<file path="src/rtl/rv_pkg.sv">
// Shared types and defaults for the fetch/data memory arbiter.
package rv_pkg;

  typedef enum logic [1:0] {
    IDLE = 2'd0,
    DACC = 2'd1,
    IACC = 2'd2,
    RESP = 2'd3
  } arb_state_t;

  typedef enum logic {
    SRC_I = 1'b0,
    SRC_D = 1'b1
  } arb_src_t;

  localparam int TIMEOUT_DEF = 16;

  function automatic logic is_access(arb_state_t s);
    return (s == DACC) || (s == IACC);
  endfunction

endpackage

</file>
<file path="src/rtl/rv_mem_arb_if.sv">
// Unified memory request/response bus between the arbiter and memory.
interface rv_mem_arb_if #(
  parameter int DPWIDTH = 32
);
  logic               mem_req;
  logic               mem_we;
  logic [DPWIDTH-1:0] mem_addr;
  logic [DPWIDTH-1:0] mem_wdata;
  logic               mem_ack;
  logic [DPWIDTH-1:0] mem_rdata;

  modport master (
    output mem_req, mem_we, mem_addr, mem_wdata,
    input  mem_ack, mem_rdata
  );

  modport slave (
    input  mem_req, mem_we, mem_addr, mem_wdata,
    output mem_ack, mem_rdata
  );
endinterface

</file>
<file path="src/rtl/rv_tmo_cnt.sv">
// Access timeout: down-counter loaded on clr, expired at terminal count while enabled.
module rv_tmo_cnt
  import rv_pkg::*;
#(
  parameter int TIMEOUT = TIMEOUT_DEF
) (
  input  logic clk,
  input  logic rst,
  input  logic clr,
  input  logic en,
  output logic expired
);
  localparam int CW = $clog2(TIMEOUT + 1);
  localparam logic [CW-1:0] LOAD = CW'(TIMEOUT - 1);

  logic [CW-1:0] cnt;

  // Loaded with TIMEOUT-1 so the last allowed access cycle sees zero; holds at zero.
  always_ff @(posedge clk) begin
    if (rst)
      cnt <= '0;
    else if (clr)
      cnt <= LOAD;
    else if (en && (cnt != '0))
      cnt <= cnt - CW'(1);
  end

  assign expired = en && (cnt == '0);
endmodule

</file>
<file path="src/rtl/rv_mem_arb.sv">
// Arbitrates instruction fetch and data access onto one memory port; data wins ties.
// state | meaning
// IDLE  | waiting for a request, data first
// DACC  | data access on the memory bus
// IACC  | fetch access on the memory bus
// RESP  | one-cycle done pulse to the latched source
module rv_mem_arb
  import rv_pkg::*;
#(
  parameter int DPWIDTH = 32,
  parameter int TIMEOUT = TIMEOUT_DEF
) (
  input  logic               clk,
  input  logic               rst,
  input  logic               if_req,
  input  logic [DPWIDTH-1:0] if_addr,
  output logic               if_done,
  input  logic               d_req,
  input  logic               d_we,
  input  logic [DPWIDTH-1:0] d_addr,
  input  logic [DPWIDTH-1:0] d_wdata,
  output logic               d_done,
  output logic [DPWIDTH-1:0] rdata,
  output logic               err,
  output logic               busy,
  rv_mem_arb_if.master       mem
);
  arb_state_t state, state_nxt;
  arb_src_t   src, src_nxt;
  logic       tmo_expired;
  logic       resp_entry;

  logic               mem_req_nxt, mem_we_nxt;
  logic [DPWIDTH-1:0] mem_addr_nxt, mem_wdata_nxt, rdata_nxt;
  logic               if_done_nxt, d_done_nxt, err_nxt, busy_nxt;

  rv_tmo_cnt #(.TIMEOUT(TIMEOUT)) u_tmo (
    .clk     (clk),
    .rst     (rst),
    .clr     (!is_access(state)),
    .en      (is_access(state)),
    .expired (tmo_expired)
  );

  always_ff @(posedge clk) begin
    if (rst) begin
      state         <= IDLE;
      src           <= SRC_I;
      mem.mem_req   <= 1'b0;
      mem.mem_we    <= 1'b0;
      mem.mem_addr  <= '0;
      mem.mem_wdata <= '0;
      rdata         <= '0;
      if_done       <= 1'b0;
      d_done        <= 1'b0;
      err           <= 1'b0;
      busy          <= 1'b0;
    end else begin
      state         <= state_nxt;
      src           <= src_nxt;
      mem.mem_req   <= mem_req_nxt;
      mem.mem_we    <= mem_we_nxt;
      mem.mem_addr  <= mem_addr_nxt;
      mem.mem_wdata <= mem_wdata_nxt;
      rdata         <= rdata_nxt;
      if_done       <= if_done_nxt;
      d_done        <= d_done_nxt;
      err           <= err_nxt;
      busy          <= busy_nxt;
    end
  end

  // An ack in the timeout cycle still completes the access cleanly.
  always_comb begin
    state_nxt = state;
    case (state)
      IDLE: begin
        if (d_req)
          state_nxt = DACC;
        else if (if_req)
          state_nxt = IACC;
      end
      DACC, IACC: begin
        if (mem.mem_ack || tmo_expired)
          state_nxt = RESP;
      end
      RESP:    state_nxt = IDLE;
      default: state_nxt = IDLE;
    endcase
  end

  always_comb begin
    resp_entry    = is_access(state) && (state_nxt == RESP);
    src_nxt       = src;
    mem_req_nxt   = is_access(state_nxt);
    mem_we_nxt    = mem.mem_we;
    mem_addr_nxt  = mem.mem_addr;
    mem_wdata_nxt = mem.mem_wdata;
    if ((state == IDLE) && (state_nxt == DACC)) begin
      src_nxt       = SRC_D;
      mem_we_nxt    = d_we;
      mem_addr_nxt  = d_addr;
      mem_wdata_nxt = d_wdata;
    end else if ((state == IDLE) && (state_nxt == IACC)) begin
      src_nxt       = SRC_I;
      mem_we_nxt    = 1'b0;
      mem_addr_nxt  = if_addr;
      mem_wdata_nxt = '0;
    end else if (!is_access(state_nxt)) begin
      mem_we_nxt    = 1'b0;
    end
    rdata_nxt = rdata;
    if (resp_entry)
      rdata_nxt = mem.mem_ack ? mem.mem_rdata : '0;
    if_done_nxt = resp_entry && (src == SRC_I);
    d_done_nxt  = resp_entry && (src == SRC_D);
    err_nxt     = resp_entry && !mem.mem_ack;
    busy_nxt    = (state_nxt != IDLE);
  end
endmodule

</file>
<file path="src/flat_wrapper.sv">
// flat-port wrapper written by rule: the top's interface ports become plain ports
module rv_mem_arb_flat import rv_pkg::*;
#(
  parameter int DPWIDTH = 32,
  parameter int TIMEOUT = TIMEOUT_DEF
)
  (clk, rst, if_req, if_addr, if_done, d_req, d_we, d_addr, d_wdata, d_done, rdata, err, busy, mem_mem_req, mem_mem_we, mem_mem_addr, mem_mem_wdata, mem_mem_ack, mem_mem_rdata);
  rv_mem_arb_if #(.DPWIDTH(DPWIDTH)) mem_i ();
  input  logic clk;
  input  logic rst;
  input  logic if_req;
  input  logic [DPWIDTH-1:0] if_addr;
  output logic if_done;
  input  logic d_req;
  input  logic d_we;
  input  logic [DPWIDTH-1:0] d_addr;
  input  logic [DPWIDTH-1:0] d_wdata;
  output logic d_done;
  output logic [DPWIDTH-1:0] rdata;
  output logic err;
  output logic busy;
  output wire logic [$bits(mem_i.mem_req)-1:0] mem_mem_req;
  output wire logic [$bits(mem_i.mem_we)-1:0] mem_mem_we;
  output wire logic [$bits(mem_i.mem_addr)-1:0] mem_mem_addr;
  output wire logic [$bits(mem_i.mem_wdata)-1:0] mem_mem_wdata;
  input wire logic [$bits(mem_i.mem_ack)-1:0] mem_mem_ack;
  input wire logic [$bits(mem_i.mem_rdata)-1:0] mem_mem_rdata;
  assign mem_mem_req = mem_i.mem_req;
  assign mem_mem_we = mem_i.mem_we;
  assign mem_mem_addr = mem_i.mem_addr;
  assign mem_mem_wdata = mem_i.mem_wdata;
  assign mem_i.mem_ack = mem_mem_ack;
  assign mem_i.mem_rdata = mem_mem_rdata;
  rv_mem_arb #(.DPWIDTH(DPWIDTH), .TIMEOUT(TIMEOUT)) u_core (.clk(clk), .rst(rst), .if_req(if_req), .if_addr(if_addr), .if_done(if_done), .d_req(d_req), .d_we(d_we), .d_addr(d_addr), .d_wdata(d_wdata), .d_done(d_done), .rdata(rdata), .err(err), .busy(busy), .mem(mem_i));
endmodule
</file>
<file path="config.mk">
export PLATFORM = sky130hd
export DESIGN_NAME = rv_mem_arb_flat
export DESIGN_NICKNAME = d
export VERILOG_FILES = /design/src/rtl/rv_pkg.sv /design/src/rtl/rv_mem_arb_if.sv /design/src/rtl/rv_tmo_cnt.sv /design/src/rtl/rv_mem_arb.sv /design/src/flat_wrapper.sv
export SDC_FILE = /design/constraint.sdc
export NUM_CORES = 1
export LEC_CHECK = 0
export BUFFER_PORTS_ARGS = -buffer_cell sky130_fd_sc_hd__buf_2
export CORE_AREA = 2 2 122 124
export CTS_BUF_LIST = sky130_fd_sc_hd__clkbuf_16
export CTS_CLUSTER_SIZE = 16
export DETAILED_ROUTE_END_ITERATION = 16
export DIE_AREA = 0 0 124 126
export GPL_ROUTABILITY_DRIVEN = 0
export HOLD_SLACK_MARGIN = 0.06
export PLACE_DENSITY = 0.61
export SLEW_MARGIN = 20
export SYNTH_ARGS = -nofsm -noshare
export SYNTH_HDL_FRONTEND = slang
export SYNTH_SLANG_ARGS = --single-unit
</file>
<file path="constraint.sdc">
create_clock -name clk -period 6.8 [get_ports clk]
set_input_delay 1.36 -clock clk [delete_from_list [all_inputs] [get_ports clk]]
set_output_delay 1.36 -clock clk [all_outputs]
set_load 0.1 [all_outputs]
</file>
---- Word level (Yosys, flattened, before mapping) ----
Cells that the tools add are included.
cells by class
  equal/unequal tests ..................... 8
  add/subtract/negate cells ............... 1
  mux-type cells .......................... 16
  bitwise logic cells ..................... 2
  reductions and logical operators ........ 19
operator list
  cell                                                   number
  two-way mux 32 bit                                     5
  == test 2 bit, second input constant                   4
  logical AND 1 bit                                      8
  two-way mux 4 bit                                      2
  two-way mux 2 bit                                      3
  one-hot mux 2 bit (3 select lines)                     1
  zero test 5 bit                                        1
  two-way mux 1 bit                                      5
  nonzero test 5 bit                                     1
  subtractor 5 x 1 -> 5 bit, second input constant       1
  == test 2 x 1 -> 1 bit, second input constant          2
  nonzero test 2 bit                                     2
  OR reduction 2 bit                                     2
  logical OR 1 bit                                       3
  inequality test 3 bit, second input constant           1
  zero test 2 bit                                        1
  inequality test 2 x 1 -> 1 bit, second input constant  1
  inverter 1 bit                                         2
  zero test 1 bit                                        1
storage, ports and cells
  output and inout bits ................... 102
  bits in registers ....................... 110

---- Longest topological paths before layout ----
Gate-level depths: netlist of run 1.
  word-level depth ........................ 11
  mapped depth ............................ 12
  mapped depth without buffers ............ 9

---- By module ----
From an unflattened synthesis of run 1, not the netlist that was laid out.
unflattened totals
  cells, all modules ...................... 363
  area, all modules ....................... 3918.8 um^2
by module, submodules not included
  module      cells each  seq. area each (um^2)  area an instance (um^2)  instances
  rv_mem_arb  332         2102.0                 3613.5                   1
  rv_tmo_cnt  31          100.1                  305.3                    1

---- Worst setup path after synthesis of run 1 ----
OpenSTA, ideal clock, no wires.
  path kind ............................... input port to flip-flop
  start point ............................. input mem_mem_ack
  end point ............................... register u_core.mem.mem_wdata[0]
  setup time .............................. 62 ps
  slack ................................... 3698 ps
  stages on the path ...................... 9
  arrival time ............................ 3040 ps
  cell sequence ........................... buf_2 -> or3_1 -> a22o_1 -> ha_1 -> o21a_1 -> buf_2 -> nor2_4 -> buf_6 -> a22o_1
on the way
  word-level cells in the longest chain between the ends .. 6
  elaborated cells between the ends (all ways) .. 9
  those cells by class .................... eq/ne (2); mux (3); reduce/logical (4)
ends and longest elaborated chain
  what                                                      line                                 RTL
  from (decl)                                               flat_wrapper.sv:26                   input wire logic [$bits(mem_i.mem_ack)-1:0] mem_mem_ack;
  logical OR 1 bit *                                        rv_mem_arb.sv:84                     if (mem.mem_ack || tmo_expired)
  two-way mux 2 bit *                                       rv_mem_arb.sv:84
  one-hot mux 2 bit (3 select lines) *                      rv_mem_arb.sv:76                     case (state)
  via u_core.state_nxt[0]                                   rv_mem_arb.sv:28                     arb_state_t state, state_nxt;
  == test 2 x 1 -> 1 bit or == test 2 bit (tied branches)   rv_mem_arb.sv:99, rv_mem_arb.sv:104
  logical AND 1 bit (on tied branches)                      rv_mem_arb.sv:99, rv_mem_arb.sv:104
  two-way mux 32 bit or nonzero test 2 bit (tied branches)  --
  to (signal assigned)                                      rv_mem_arb.sv:64                     mem.mem_wdata <= mem_wdata_nxt;
  to (decl)                                                 rv_mem_arb_if.sv:13                  output mem_req, mem_we, mem_addr, mem_wdata,
The timed path passes the listed nets; every way through them passes the cells marked *.
A chain may end at the register's enable or synchronous reset.

---- Final worst setup path of run 1 ----
  start point ............................. input mem_mem_ack
  end point ............................... register u_core.mem.mem_wdata[9]
on the way
  word-level cells in the longest chain between the ends .. 6
  elaborated cells between the ends (all ways) .. 9
  those cells by class .................... eq/ne (2); mux (3); reduce/logical (4)
ends and longest elaborated chain
  what                                                      line
  logical OR 1 bit *                                        rv_mem_arb.sv:84
  two-way mux 2 bit *                                       rv_mem_arb.sv:84
  one-hot mux 2 bit (3 select lines) *                      rv_mem_arb.sv:76
  == test 2 x 1 -> 1 bit or == test 2 bit (tied branches)   rv_mem_arb.sv:99, rv_mem_arb.sv:104
  logical AND 1 bit (on tied branches)                      rv_mem_arb.sv:99, rv_mem_arb.sv:104
  two-way mux 32 bit or nonzero test 2 bit (tied branches)  --
Every way passes the cells marked *; elsewhere a longest branch is shown, timed or not.

==> results_dict.tcl, run 1 <==
set metrics [dict create \
    syn2layout_area_growth_pct 35.6 \
    htree_levels 3 \
    post-route-period-util 0.543 \
    synth.area.top_cells "dfxtp_1 52%, a21oi_1 7.8%, mux2i_1 7.1%" \
    ys_warn_count 0 \
    final_antenna_net_count 0 \
    critPathArrivalTime_ps 3990 \
    vdd_ir_drop_max_v 0.000300 \
    nets 786 \
    cp_num_buf_inv 2 \
    fin_worst_skew_ps 5.84 \
    synthDistinctLibCells 37 \
    hold_violations 0 \
    ys.flop_type "dfxtp_1" \
    wl_per_cell_um 14.5 \
    post-place-ws_ps 2500 \
    post-cts-setup-buffer-count 0 \
    avgViaCountPerCell 4.88 \
    grt_overflow_total 0 \
    vias 4074 \
    p_sw_mw 1.12 \
    crit_path_start_kind "primary input" \
    crit_family "simple AND/OR/NAND/NOR gates" \
    whs_ps 454 \
    hold_buffers 0 \
    synth_top_area_frac 0.520 \
    setup_tns_ps 0 \
    clock.fmax_mhz 271 \
    clockBufferDepth 2 \
    fillCellCount 1463 \
    hold_class "flip-flop to flip-flop" \
    synth_top_cells_by_count "110 x dfxtp_1, 66 x a21oi_1, 38 x nand2_1" \
    drive_gt1_frac 0.397 \
    clk_pin_slew_ps 70 \
    synth_cells 435 \
    slowest_stage "nand2_2" \
    grt_use_total 0.151 \
    port-buffer-count 235 \
    finalSetupViolations 0 \
    async_flop_share 0 \
    rsz0062_at_grt "false" \
    crit_chain "buf_2 -> or3_1 -> a21oi_1 -> ha_1 -> nand2_2 -> nor2_2 -> buf_4 -> a22o_1" \
    fin_area_mm2 0.00574 \
    cts-buffers-inserted 9 \
    worst_path_largest_cell_delay_ps 550 \
    dp_hpwl_mm 8.51 \
    crit_fanout 35 \
    yosysSeqAreaShare 0.520 \
    crit_required_ps 7100 \
    drcViolationCount 0 \
    synth-edff-count 0 \
    place_area_mm2 0.00545 \
    status "completed" \
    finalNonFillerCells 835 \
    drt_iter0_drc 132 \
    swShare 0.489 \
    die_width_um 124 \
    power.internal_mw 1.17 \
    fp.dieH_um 126 \
    row_count 44 \
    p_per_area_mw_per_mm2 400 \
    avgSynthCellArea_um2 9.73 \
    timing.max_cap.violations 0 \
    worst_slack_ps 3100 \
    maxSlewViolCount 0 \
    worstSetupPathType "primary input to flip-flop" \
    cts.sinks 110 \
    clock_latency_ps 350 \
    combPwrFrac 0.451 \
    yosysMostFrequentCell "dfxtp_1" \
    grt_pass1_wl_mm 18.6 \
    io_pins 236 \
    synth_seq_cells 110 \
    synth_area_mm2 0.00423 \
    cts_root_buf "clkbuf_16" \
    tightest_slew_ps 944 \
    end_kind "flip-flop" \
    start_util 0.296 \
    yosysTopAreaCell "dfxtp_1" \
    placed_cells 817 \
    mappedNetlistNets 576 \
    seq_power_share 0.342 \
    core-area_mm2 0.0143 \
    antenna_found_initial 1 \
    die-area_mm2 0.0156 \
    dr.pass1.iters 4 \
    cts_resized 0 \
    wl_mm 12.1 \
    clockPowerShare 0.207 \
    p_leak_nw 2.82 \
    grt_max_degree 64 \
    timing.final.crit_period_ps 3700 \
    grt_pass1_vias 3917 \
    cts_tree "built" \
    relSlewSlack 0.368 \
]
routing by layer:
metal | share of wire | GRT usage | wire length [um] | up-vias
met5 | 0 | 0 | 0 | -
met4 | 0.017 | 0.0549 | 206 | 0
met3 | 0.085 | 0.0602 | 1030 | 17
met2 | 0.47 | 0.254 | 5740 | 179
met1 | 0.42 | 0.172 | 5120 | 1877
li1 | - | - | - | 2001
path summary, 6_finish.rpt:
check / to / start / cells after the start / slack (ps)
setup / recovery: u_core.mem.mem_wdata[9] / mem_mem_ack / 8 / 3100
hold / removal: u_core.rdata[15] / u_core.rdata[15] / 2 / 450
setup reg to reg: u_core.mem.mem_wdata[9] / u_core.state[0] / 11 / 3480
hold reg to reg: u_core.rdata[15] / u_core.rdata[15] / 2 / 450
cell usage in the layout, fill, tap and decap left out, drive strengths merged, types with 2 or more instances in the layout:
| cell | instances |
|---|---|
| buf | 239 |
| dfxtp | 110 |
| a21oi | 67 |
| nand2 | 38 |
| a22o | 34 |
| o21ai | 32 |
| nand4 | 32 |
| mux2i | 30 |
| inv | 12 |
| clkbuf | 9 |
| ha | 7 |
| nor2 | 7 |
| nor3 | 5 |
| o22ai | 3 |
| or3 | 2 |
| a21o | 2 |
| nand2b | 2 |
| nor3b | 2 |
| clkinvlp | 2 |
| clkinv | 2 |
worst reg2reg max path: cells and delay by family, from the launching register on:
family	cells	cell delay (ps)
adders and majority gates	2	490
buffers and inverters	4	940
AOI/OAI and AO/OA	2	440
DFF	1	350
and+or+nand+nor	3	1040
final cells by class:
| class | instances | area, um^2 | share of cell area |
|---|---|---|---|
| multi-input cells | 276 | 1790 | 0.312 |
| clock buffers | 9 | 225 | 0.0392 |
| flip-flops and latches | 110 | 2200 | 0.384 |
| well taps | 184 | 230 | 0.0401 |
| inverters | 9 | 33.8 | 0.00589 |
| diodes | 1 | 2.50 | 0.000436 |
| clock inverters | 7 | 35.0 | 0.00611 |
| repair buffers | 239 | 1220 | 0.212 |
stage by stage:
| step | util | power, mW |
|---|---|---|
| CTS | 0.399 | 2.31 |
| floorplan | - | 1.66 |
| detailed placement | 0.381 | 1.83 |
| global route | 0.401 | 2.40 |
| global placement | 0.381 | 1.81 |
| finish | 0.401 | 2.30 |
cell families (layout without fill, tap and decap cells):
logic type / count (synthesis) / after routing / share of synthesized area
AOI/OAI and AO/OA: 147 / 147 / 0.214
xor gates and xnor gates: 1 / 1 / 0.00207
adders and majority gates: 7 / 7 / 0.0207
buffers and inverters: 49 / 264 / 0.0580
DFF: 110 / 110 / 0.520
muxes: 30 / 30 / 0.0710
other: 0 / 1 / 0
and+or+nand+nor: 91 / 91 / 0.114
state kept, by name, summed over array words and instances (netlist names), 2 cells and up:
signal                cells
u_core.mem.mem_addr      32
u_core.u_tmo.cnt          5
u_core.rdata             32
u_core.state              2
u_core.mem.mem_wdata     32
power by group through the flow:
stage,Combinational (mW),Clock (mW),Sequential [mW]
6_report,1.04,0.475,0.785
5_1_grt,1.09,0.517,0.795
4_1_cts,1.03,0.491,0.785
3_5_place_dp,1.03,0,0.796
3_3_place_gp,1.02,0,0.796
2_1_floorplan,0.262,0,1.40
Note: power is estimated with default switching activity, not from simulation.
==> run 2, diff against run 1 <==
--- a/config.mk
+++ b/config.mk
@@ -13,7 +13,7 @@
 export DIE_AREA = 0 0 124 126
 export GPL_ROUTABILITY_DRIVEN = 0
 export HOLD_SLACK_MARGIN = 0.06
-export PLACE_DENSITY = 0.61
+export PLACE_DENSITY = 0.63
 export SLEW_MARGIN = 20
 export SYNTH_ARGS = -nofsm -noshare
 export SYNTH_HDL_FRONTEND = slang
==> constraint.sdc (replaced) <==
create_clock -name clk -period 3.1 [get_ports clk]
set_input_delay 0.62 -clock clk [delete_from_list [all_inputs] [get_ports clk]]
set_output_delay 0.62 -clock clk [all_outputs]
set_load 0.1 [all_outputs]
==> run 2 against run 1 <==
Compared with the run above: final area increased by 1.9%; via count decreased by 1.3%; combinational power increased by 120%; sequential cell count unchanged; critical path depth increased by 1; register-to-register slack got worse by 3200 ps; clock power increased to 2.6 times the previous value; worst hold slack got worse by 11 ps; cell count increased by 0.60%; global-route usage decreased by 0.58 points; count of clock-buffer cells in the layout unchanged; non-clock buffer count increased by 5; critical path type is now flip-flop to flip-flop.
==> results_dict.tcl, run 2 (synthesized netlist as in run 1, its figures left out) <==
set metrics [dict create \
    combPwrFrac 0.435 \
    setup_tns_ps 0 \
    post-cts-setup-buffer-count 0 \
    fp.dieH_um 126 \
    clockPowerShare 0.237 \
    crit_fanout 32 \
    htree_levels 3 \
    nets 791 \
    avgViaCountPerCell 4.79 \
    timing.final.crit_period_ps 2800 \
    grt_use_total 0.145 \
    slowest_stage "nor2_4" \
    dr.pass1.iters 4 \
    finalSetupViolations 0 \
    post-route-period-util 0.902 \
    cts_tree "built" \
    wl_per_cell_um 13.8 \
    r2r_cells 9 \
    final_antenna_net_count 0 \
    crit_path_start_kind "flip-flop" \
    tightest_slew_ps 911 \
    timing.max_cap.violations 0 \
    layout_common_cells "235 x buf_2, 110 x dfxtp_1, 66 x a21oi_1, 37 x nand2_1, 34 x a22o_1" \
    hold_class "flip-flop to flip-flop" \
    fin_worst_skew_ps 7.90 \
    seq_power_share 0.328 \
    relSlewSlack 0.392 \
    antenna_found_initial 1 \
    cts.sinks 110 \
    start_util 0.296 \
    top_regs "u_core.mem.mem_addr (32), u_core.mem.mem_wdata (32), u_core.rdata (32)" \
    worst_path_largest_cell_delay_ps 540 \
    grt_pass1_wl_mm 17.9 \
    vdd_ir_drop_max_v 0.000440 \
    wl_mm 11.6 \
    fin_area_mm2 0.00585 \
    vias 4023 \
    drt_iter0_drc 112 \
    drcViolationCount 0 \
    swShare 0.473 \
    place_area_mm2 0.00552 \
    power.internal_mw 2.75 \
    placed_cells 823 \
    holdPathStages 1 \
    mostFrequentLayoutCell "buf_2" \
    end_kind "flip-flop" \
    drive_gt1_frac 0.405 \
    row_count 44 \
    grt_pass1_vias 3805 \
    crit_chain "inv_1 -> ha_1 -> nor4b_4 -> or3_1 -> a22o_1 -> ha_1 -> o21a_2 -> nor2_4 -> a22o_1" \
    grt_overflow_total 0 \
    power.total_mw 5.22 \
    clockBufferDepth 2 \
    cts_root_buf "clkbuf_16" \
    hold_violations 0 \
    crit_required_ps 3390 \
    clock_latency_ps 350 \
    syn2layout_area_growth_pct 38.2 \
    finalNonFillerCells 840 \
    worstSetupPathType "flip-flop to flip-flop" \
    die_width_um 124 \
    whs_ps 442 \
    clk_pin_slew_ps 70 \
    cts_resized 0 \
    io_pins 236 \
    status "completed" \
    hold_buffers 0 \
    rsz0062_at_grt "false" \
    cts-buffers-inserted 9 \
    p_sw_mw 2.47 \
    clock.fmax_mhz 358 \
    p_per_area_mw_per_mm2 893 \
    core-area_mm2 0.0143 \
    critPathArrivalTime_ps 3080 \
    dp_hpwl_mm 8.47 \
    grt_max_degree 63 \
    die-area_mm2 0.0156 \
    port-buffer-count 235 \
    maxSlewViolCount 0 \
    p_leak_nw 2.87 \
]
## run 2: power by group through the flow
stage	Combinational, mW	Sequential, mW	Clock, mW
CTS	2.29	1.71	1.29
floorplan	0.575	3.06	0
finish	2.27	1.71	1.23
detailed placement	2.28	1.74	0
global placement	2.26	1.74	0
global route	2.38	1.74	1.33
## run 2: worst max-delay path, delay by kind of cell (launching register included)
family,cells,cell delay [ps]
and+or+nand+nor,3,1080
DFF,1,330
buffers and inverters,1,80
AOI/OAI and AO/OA,3,750
adders and majority gates,2,480
## run 2: path summary, 6_finish.rpt
| kind | startpoint | to | slack, ps |
|---|---|---|---|
| max | u_core.u_tmo.cnt[0] | u_core.mem.mem_wdata[28] | 300 |
| min reg2reg | u_core.src | u_core.if_done | 440 |
| max reg2reg | u_core.u_tmo.cnt[0] | u_core.mem.mem_wdata[28] | 300 |
| min | u_core.src | u_core.if_done | 440 |
## run 2: routing by layer
metal  GRT usage  share of wire  vias up
met3      0.0571          0.092       15
met1       0.159           0.40     1821
li1            -              -     2008
met5           0              0        -
met4      0.0509          0.018        0
met2       0.253           0.49      179
## run 2: cell type report
cell class	instances	area [um^2]
repair buffers	244	1270
flip-flops and latches	110	2200
multi-input cells	276	1790
fillers	1413	8470
well taps	184	230
clock inverters	7	96.3
diodes	1	2.50
inverters	9	33.8
clock buffers	9	225
## run 2: stage by stage
stage | util | worst slack (ps)
finish | 0.408 | 304
global placement | 0.386 | 456
CTS | 0.408 | 301
detailed placement | 0.386 | 332
global route | 0.408 | 47.3
floorplan | - | 738
==> run 3, diff against run 2 <==
--- a/config.mk
+++ b/config.mk
@@ -13,7 +13,7 @@
 export DIE_AREA = 0 0 124 126
 export GPL_ROUTABILITY_DRIVEN = 0
 export HOLD_SLACK_MARGIN = 0.06
-export PLACE_DENSITY = 0.63
+export PLACE_DENSITY = 0.61
 export SLEW_MARGIN = 20
 export SYNTH_ARGS = -nofsm -noshare
 export SYNTH_HDL_FRONTEND = slang
==> constraint.sdc (replaced) <==
create_clock -name clk -period 2.8 [get_ports clk]
set_input_delay 0.56 -clock clk [delete_from_list [all_inputs] [get_ports clk]]
set_output_delay 0.56 -clock clk [all_outputs]
set_load 0.1 [all_outputs]
==> run 3 against run 2 <==
Compared with the run above: sequential share of layout area shrank 0.15 points; non-clock buffer count grew 2; register-to-register slack lost 80 ps; utilization grew 0.17 points; highest routed layer unchanged.
==> results_dict.tcl, run 3 (synthesized netlist as in run 1, its figures left out) <==
set metrics [dict create \
    holdPathStages 2 \
    syn2layout_area_growth_pct 38.7 \
    grt_max_degree 63 \
    hold_violations 0 \
    row_count 44 \
    grt_overflow_total 0 \
    core-area_mm2 0.0143 \
    port-buffer-count 235 \
    p_per_area_mw_per_mm2 989 \
    critPathArrivalTime_ps 2800 \
    io_pins 236 \
    crit_required_ps 3030 \
    htree_levels 3 \
    timing.max_cap.violations 0 \
    crit_family "compound AO/OA/AOI/OAI gates" \
    clockBufferDepth 2 \
    fp.dieH_um 126 \
    cts_tree "built" \
    cp_common_cell "ha_1" \
    cts_root_buf "clkbuf_16" \
    drcViolationCount 0 \
    status "completed" \
    setup_tns_ps 0 \
    wl_mm 11.8 \
    vdd_ir_drop_max_v 0.000971 \
    fin_worst_skew_ps 5.18 \
    crit_path_start_kind "flip-flop" \
    layout_common_cells "235 x buf_2, 110 x dfxtp_1, 66 x a21oi_1, 37 x nand2_1, 34 x a22o_1" \
    crit_fanout 62 \
    path_depth 10 \
    drive_gt1_frac 0.405 \
    r2r_cells 10 \
    crit_chain "inv_1 -> ha_1 -> nor4b_4 -> or3_1 -> a22o_1 -> ha_1 -> o21a_2 -> buf_12 -> o21ai_0 -> a21oi_1" \
    slowest_stage "or3_1" \
    maxSlewViolCount 0 \
    final_antenna_net_count 0 \
    dp_hpwl_mm 8.55 \
    drt_iter0_drc 120 \
    antenna_found_initial 1 \
    worst_path_largest_cell_delay_ps 390 \
    finalSetupViolations 0 \
    p_leak_nw 2.88 \
    nets 793 \
    die-area_mm2 0.0156 \
    die_width_um 124 \
    end_kind "flip-flop" \
    start_util 0.296 \
    cp_num_buf_inv 2 \
    clock.fmax_mhz 388 \
    cts.sinks 110 \
    relSlewSlack 0.400 \
    grt_pass1_wl_mm 18.4 \
    clk_pin_slew_ps 70 \
    worstSetupPathType "flip-flop to flip-flop" \
    post-route-period-util 0.920 \
    dr.pass1.iters 8 \
    avgViaCountPerCell 4.83 \
    tightest_slew_ps 900 \
    cts-buffers-inserted 9 \
    vias 4071 \
    hold_class "primary input to flip-flop" \
    top_regs "u_core.mem.mem_addr (32), u_core.mem.mem_wdata (32), u_core.rdata (32)" \
    mostFrequentLayoutCell "buf_2" \
    grt_use_total 0.150 \
    power.total_mw 5.80 \
    clock_latency_ps 350 \
    grt_pass1_vias 3887 \
    rsz0062_at_grt "false" \
    post-cts-setup-buffer-count 0 \
    timing.final.crit_period_ps 2580 \
    wl_per_cell_um 14.0 \
]
run 3: cell count changes in the layout (fill, tap and decap cells not counted), sizes merged:
cell	previous run	this run
clkinvlp	2	1
clkinv	2	3
buf	244	246
run 3: through the flow:
| stage | utilization | worst slack [ps] | area (um^2) | hold slack (ps) | instances |
|---|---|---|---|---|---|
| after floorplan | - | 498 | 4230 | 416 | 435 |
| after global placement | 0.387 | 253 | 5540 | 433 | 825 |
| after detailed placement | 0.387 | 19.4 | 5540 | 438 | 825 |
| after CTS | 0.409 | 116 | 5850 | 395 | 841 |
| after global routing | 0.410 | 21.0 | 5870 | 397 | 842 |
| final | 0.410 | 224 | 5870 | 417 | 842 |
run 3: cell type report:
type                    count  area (um^2)
multi-input cells         276         1790
flip-flops and latches    110         2200
well taps                 184          230
fillers                  1448         8440
diodes                      1         2.50
repair buffers            246         1300
clock inverters             7         87.6
inverters                   9         33.8
clock buffers               9          225
run 3: path summary, 6_finish.rpt:
path,startpoint,end,slack (ps)
setup / recovery,u_core.u_tmo.cnt[0],u_core.mem.mem_addr[8],220
hold / removal,d_we,u_core.mem.mem_we,420
setup reg to reg,u_core.u_tmo.cnt[0],u_core.mem.mem_addr[8],220
hold reg to reg,u_core.src,u_core.if_done,440
run 3: timing repair:
item | 4_1_cts | 5_1_grt
endpoints found under the setup margin | 1 | 32
resized for setup | 1 | 4
gates cloned | 0 | 0
hold endpoints to repair | 0 | 0
hold buffers | 0 | 0
run 3: where the power goes:
part           internal (mW)  total [mW]  switching [mW]  leakage [nW]
clock network          0.779        1.35           0.573         0.149
logic                  0.500        2.55            2.05          1.83
registers               1.79        1.90           0.113         0.899
total                   3.07        5.80            2.74          2.88
run 3: per-layer routing:
metal	vias to the layer above	part of all wire	wire, um	track usage
li1	2018	-	-	-
met1	1872	0.42	4940	0.175
met5	-	0	0	0
met3	15	0.081	956	0.0580
met2	166	0.48	5730	0.250
met4	0	0.017	200	0.0502
